<file path="src/rtl/overture_pkg.sv">
// Shared types for the overture run/debug controller: host opcodes, halt causes
// and controller states.
package overture_pkg;

  typedef enum logic [1:0] {
    RUN    = 2'd0,
    HALT   = 2'd1,
    STEP   = 2'd2,
    SET_BP = 2'd3
  } ctrl_op_e;

  typedef enum logic [1:0] {
    HOST       = 2'd0,
    STEP_DONE  = 2'd1,
    BREAKPOINT = 2'd2,
    WATCHDOG   = 2'd3
  } halt_cause_e;

  typedef enum logic [1:0] {
    HALTED   = 2'd0,
    RUNNING  = 2'd1,
    STEPPING = 2'd2
  } ctrl_state_e;

endpackage

</file>
<file path="src/rtl/overture_out_monitor.sv">
// Watches the CPU output port and emits a one-cycle strobe plus the new value
// whenever it changes as a result of an executed instruction.
module overture_out_monitor (
  input  logic       clk,
  input  logic       reset,
  input  logic       run,
  input  logic [7:0] cpu_out,
  output logic       out_strobe,
  output logic [7:0] out_data
);

  logic       run_q;
  logic [7:0] prev_out_q;
  logic       strobe_q, strobe_d;
  logic [7:0] data_q, data_d;

  // run_q lets the write of the final executed instruction still be seen
  // after run has already dropped.
  always_comb begin
    strobe_d = run_q && (cpu_out != prev_out_q);
    data_d   = strobe_d ? cpu_out : data_q;
  end

  always_ff @(posedge clk) begin
    if (reset) begin
      run_q      <= 1'b0;
      prev_out_q <= 8'd0;
      strobe_q   <= 1'b0;
      data_q     <= 8'd0;
    end else begin
      run_q      <= run;
      prev_out_q <= cpu_out;
      strobe_q   <= strobe_d;
      data_q     <= data_d;
    end
  end

  assign out_strobe = strobe_q;
  assign out_data   = data_q;

endmodule

</file>
<file path="src/rtl/overture_run_ctrl.sv">
// Run/debug sequencer for the overture CPU wrappers: owns the CPU run enable and
// implements free-run, halt, N-step, one PC breakpoint and a watchdog.
module overture_run_ctrl
  import overture_pkg::*;
#(
  parameter logic [15:0] WD_LIMIT = 16'd4096,
  parameter int unsigned CNT_W    = 16
) (
  input  logic             clk,
  input  logic             reset,
  input  logic             cmd_valid,
  input  logic [1:0]       cmd_op,
  input  logic [8:0]       cmd_data,
  input  logic [7:0]       cpu_pc,
  input  logic [7:0]       cpu_out,
  output logic             run,
  output logic             halted,
  output logic [1:0]       halt_cause,
  output logic [CNT_W-1:0] cycle_count,
  output logic             out_strobe,
  output logic [7:0]       out_data
);

  localparam bit WD_EN = (WD_LIMIT != 16'd0);

  ctrl_state_e      state_q, state_d;
  halt_cause_e      cause_q, cause_d;
  logic [CNT_W-1:0] cycle_q, cycle_d;
  logic             bp_en_q, bp_en_d;
  logic [7:0]       bp_addr_q, bp_addr_d;
  logic [7:0]       step_q, step_d;
  logic [15:0]      wd_q, wd_d;
  logic             skip_q, skip_d;
  logic             bp_block;

  // Host commands have no ready: cmd_valid is a one-cycle strobe and every
  // command is consumed (or ignored) in the cycle it is presented.
  ctrl_op_e op;
  logic     cmd_run, cmd_halt, cmd_step, cmd_setbp;
  assign op        = ctrl_op_e'(cmd_op);
  assign cmd_run   = cmd_valid && (op == RUN);
  assign cmd_halt  = cmd_valid && (op == HALT);
  assign cmd_step  = cmd_valid && (op == STEP);
  assign cmd_setbp = cmd_valid && (op == SET_BP);

  always_ff @(posedge clk) begin
    if (reset) begin
      state_q   <= HALTED;
      cause_q   <= HOST;
      cycle_q   <= '0;
      bp_en_q   <= 1'b0;
      bp_addr_q <= 8'd0;
      step_q    <= 8'd0;
      wd_q      <= 16'd0;
      skip_q    <= 1'b0;
    end else begin
      state_q   <= state_d;
      cause_q   <= cause_d;
      cycle_q   <= cycle_d;
      bp_en_q   <= bp_en_d;
      bp_addr_q <= bp_addr_d;
      step_q    <= step_d;
      wd_q      <= wd_d;
      skip_q    <= skip_d;
    end
  end

  always_comb begin
    state_d   = state_q;
    cause_d   = cause_q;
    cycle_d   = cycle_q;
    bp_en_d   = bp_en_q;
    bp_addr_d = bp_addr_q;
    step_d    = step_q;
    wd_d      = wd_q;
    skip_d    = skip_q;

    if (run) begin
      cycle_d = (&cycle_q) ? cycle_q : cycle_q + CNT_W'(1);
      wd_d    = wd_q + 16'd1;
      skip_d  = 1'b0;
      if (state_q == STEPPING) step_d = step_q - 8'd1;
    end

    if (cmd_setbp) begin
      bp_en_d   = cmd_data[8];
      bp_addr_d = cmd_data[7:0];
    end

    // Priority: HALT command > breakpoint > watchdog > step done.
    if (cmd_halt) begin
      state_d = HALTED;
      cause_d = HOST;
    end else begin
      unique case (state_q)
        HALTED: begin
          if (cmd_run) begin
            state_d = RUNNING;
            wd_d    = 16'd0;
            skip_d  = 1'b1;
          end else if (cmd_step) begin
            state_d = STEPPING;
            step_d  = (cmd_data[7:0] == 8'd0) ? 8'd1 : cmd_data[7:0];
            wd_d    = 16'd0;
            skip_d  = 1'b1;
          end
        end
        RUNNING, STEPPING: begin
          if (bp_block) begin
            state_d = HALTED;
            cause_d = BREAKPOINT;
          end else if (WD_EN && (wd_q == WD_LIMIT - 16'd1)) begin
            state_d = HALTED;
            cause_d = WATCHDOG;
          end else if ((state_q == STEPPING) && (step_q == 8'd1)) begin
            state_d = HALTED;
            cause_d = STEP_DONE;
          end
        end
        default: state_d = HALTED;
      endcase
    end
  end

  // skip_bp lets a resume from the breakpoint PC execute that instruction once.
  always_comb begin
    bp_block = bp_en_q && (cpu_pc == bp_addr_q) && !skip_q;
    run      = (state_q != HALTED) && !bp_block;
    halted   = (state_q == HALTED);
  end

  assign halt_cause  = cause_q;
  assign cycle_count = cycle_q;

  overture_out_monitor u_out_monitor (
    .clk        (clk),
    .reset      (reset),
    .run        (run),
    .cpu_out    (cpu_out),
    .out_strobe (out_strobe),
    .out_data   (out_data)
  );

endmodule

</file>
<file path="config.mk">
export PLATFORM = sky130hd
export DESIGN_NAME = overture_run_ctrl
export DESIGN_NICKNAME = d
export VERILOG_FILES = /design/src/rtl/overture_pkg.sv /design/src/rtl/overture_out_monitor.sv /design/src/rtl/overture_run_ctrl.sv
export SDC_FILE = /design/constraint.sdc
export NUM_CORES = 1
export LEC_CHECK = 0
export BUFFER_PORTS_ARGS = -buffer_cell sky130_fd_sc_hd__buf_2
export CORE_MARGIN = 2
export CORE_UTILIZATION = 44
export CTS_BUF_LIST = sky130_fd_sc_hd__clkbuf_4 sky130_fd_sc_hd__clkbuf_8 sky130_fd_sc_hd__clkbuf_16
export DETAILED_ROUTE_END_ITERATION = 6
export PLACE_DENSITY = 0.65
export SYNTH_ARGS = -nofsm -noshare
export SYNTH_HDL_FRONTEND = slang
export SYNTH_SLANG_ARGS = --single-unit
</file>
<file path="constraint.sdc">
create_clock -name clk -period 1.9 [get_ports clk]
set_clock_uncertainty 0.05 [all_clocks]
set_input_delay 0.285 -clock clk [delete_from_list [all_inputs] [get_ports clk]]
set_output_delay 0.285 -clock clk [all_outputs]
set_load 0.05 [all_outputs]
</file>
==> results.json <==
{
  "grt_max_degree": 29,
  "numCtsBuffers": 9,
  "power_density_mw_per_mm2": 787,
  "routed_wl_mm": 7.93,
  "routed_via_density": 5.55,
  "gp_congestion": 0.846,
  "period_share": 1.03,
  "cts_tree": "done",
  "outcome": "finished, violations left",
  "via_count": 3183,
  "netlist_area_mm2": 0.00345,
  "vdd_drop_max_v": 0.000371,
  "worstPathCellList": "xnor2_1, nand4_1, o31ai_4, inv_4, buf_8",
  "ctsHoldBuffers": 0,
  "clkSinkCount": 72,
  "gr-total-overflow": 0,
  "synth.most_common_cell": "dfxtp_1",
  "cpPeakStageDelay_ps": 330,
  "cts.htree.levels": 3,
  "cp_slowest_cell": "dfxtp_2",
  "grt_use_total": 0.191,
  "p_leak_nw": 1.64,
  "hold_violations": 0,
  "hpwl_mm": 5.51,
  "die_area_mm2": 0.00856,
  "worst_setup_path_start_kind": "flop",
  "swShare": 0.270,
  "seqPwrFrac": 0.468,
  "setup_viol": 4,
  "drtAntennaViolNets": 0,
  "worstPathMaxFanout": 3,
  "slew_headroom": 0.735,
  "wl_per_cell_um": 13.8,
  "rows": 32,
  "synth.distinct_cells": 49,
  "seq_area_frac_synth": 0.418,
  "nNetsFinal": 502,
  "drt_pass1_iterations": 4,
  "violations": "setup timing",
  "critical_path_class": "reg2out",
  "synthDominantCellAreaShare": 0.418,
  "fin_tns_setup_ps": -113,
  "p_int_mw": 2.46,
  "diodes": 0,
  "clockPowerShare": 0.412,
  "dp_cells": 556,
  "report.final.slew_viol_count": 0,
  "cts-root-buf": "clkbuf_8",
  "ys.flop_type": "dfxtp_1",
  "p_switching_mw": 0.913,
  "crit_path_end_kind": "output pin",
  "synthCells": 396,
  "fin_crit_ps": 1950,
  "drv_cap": 0,
  "synth-edff-count": 0,
  "grt_pass1_vias": 2896,
  "start_util": 0.451,
  "fmax_mhz": 513,
  "yosysWarnings": 0,
  "clk_pin_slew_ps": 90,
  "initialDrtViolationCount": 158,
  "die_x_um": 92.5,
  "arrival_ps": 1610,
  "hold_depth": 2,
  "synthesis.nets": 432,
  "numPortBuffers": 58,
  "antenna_found_initial": 0,
  "synth_area_leader_cell": "dfxtp_1",
  "post-route-util": 0.561,
  "nFillCells": 686,
  "synth_commonest_cells": "dfxtp_1, a21oi_1, nand2_1",
  "synth_area_leaders": "dfxtp_1, a21oi_1, xnor2_1, nand2_1, or4_1",
  "comb_power_share": 0.120,
  "required_ps": 1560,
  "ys_async_sr_fraction": 0,
  "syn_area_per_cell_um2": 8.70,
  "rsz0062_at_grt": "true",
  "dieHeight_um": 92.5,
  "cts_buffer_depth": 2,
  "synth_seq_cells": 72,
  "boundaryPins": 59,
  "stdcell_count": 573,
  "insertion_delay_ps": 350,
  "drive_above_1_share": 0.282,
  "hp-class": "in2reg",
  "grt_pass1_wl_mm": 13.3,
  "final.setup.worst_slack_ps": -49.6,
  "max_slew.worst_pin.slew_ps": 394,
  "r2r_cells": 6,
  "coreArea_mm2": 0.00765,
  "drc": 0,
  "area_growth_pct": 24.4
}
[worst max-delay path: cells and delay by family (launching register included)]
family	cells	cell delay [ps]
AO/OA/AOI/OAI	1	330
XOR/XNOR	1	160
buffers and inverters	2	230
flip-flops	1	330
AND/OR/NAND/NOR	1	220
[sequential cells by signal (all words and copies together), names as in the netlist]
signal,count
bp_addr_q,8
bp_en_q,1
cycle_count,16
halt_cause,2
skip_q,1
state_q,2
step_q,8
u_out_monitor.out_data,8
u_out_monitor.out_strobe,1
u_out_monitor.prev_out_q,8
u_out_monitor.run_q,1
wd_q,16
[timing repair]
item                                    4_1_cts  5_1_grt
setup buffers                                 1        0
gates resized for setup                       7       18
cloned                                        0        0
pin swaps                                     6        4
endpoints found under the setup margin        2       41
hold endpoints to repair                      0        0
[power by group through the flow]
stage	Clock, mW	Combinational [mW]	Sequential (mW)
2_1_floorplan	0	0.229	1.64
3_3_place_gp	0	0.368	1.61
3_5_place_dp	0	0.376	1.61
4_1_cts	1.41	0.387	1.58
5_1_grt	1.49	0.443	1.59
6_report	1.39	0.405	1.58
[path summary, 6_finish.rpt]
path | startpoint | end | slack, ps
worst min-delay path | cpu_out[4] | u_out_monitor.prev_out_q[4] | 140
worst max-delay path | bp_addr_q[3] | run | -50
worst min register to register | bp_addr_q[5] | bp_addr_q[5] | 430
worst max register to register | bp_addr_q[3] | cycle_count[13] | -40
[kinds of logic after synthesis]
| group | count (synthesis) | synth area share |
|---|---|---|
| AND/OR/NAND/NOR | 170 | 0.270 |
| buffers and inverters | 27 | 0.0374 |
| adder cells (fa/ha/maj) | 6 | 0.0218 |
| multiplexers | 11 | 0.0327 |
| XOR/XNOR | 18 | 0.0457 |
| flip-flops | 72 | 0.418 |
| AO/OA/AOI/OAI | 92 | 0.174 |
[layout make-up]
type	count	area [um^2]	area share
inverters	8	32.5	0.00758
repair buffers	78	454	0.106
flip-flops and latches	72	1460	0.340
well taps	102	128	0.0298
clock inverters	7	103	0.0239
clock buffers	9	124	0.0289
multi-input cells	297	1990	0.464
[stage by stage]
| stage | hold WS, ps | setup slack, ps | total power, mW | cell area (um^2) |
|---|---|---|---|---|
| after global placement | 405 | 9.78 | 1.98 | 3930 |
| after floorplan | 363 | 6.56 | 1.87 | 3460 |
| after global routing | 132 | -119 | 3.52 | 4290 |
| after detailed placement | 412 | -45.5 | 1.99 | 3930 |
| after CTS | 128 | -90.8 | 3.37 | 4180 |
| final | 138 | -49.6 | 3.38 | 4290 |
[cells in the final DEF, fill, tap and decap left out, drive strengths merged, types with 2 or more instances in the layout]
cell type / n
or4: 18
ha: 6
a32o: 2
a21oi: 39
o21ai: 14
nor3: 7
nand3: 12
a211oi: 4
a311oi: 4
nand4: 8
nor2: 28
or3: 12
nand2: 39
xnor2: 18
clkinv: 2
clkbuf: 9
o31ai: 18
and3: 11
nand2b: 4
mux2: 2
inv: 10
buf: 78
and4: 6
o2111ai: 3
and2: 3
nor4: 7
nor2b: 11
dfxtp: 72
mux2i: 9
bufinv: 2
[per-layer routing]
metal / track usage / routed length [um] / part of all wire
met5: 0 / 0 / 0
met4: 0.0684 / 94 / 0.012
met3: 0.0342 / 369 / 0.047
met2: 0.304 / 3650 / 0.46
met1: 0.260 / 3810 / 0.48
Power figures use the tool's default switching activity.
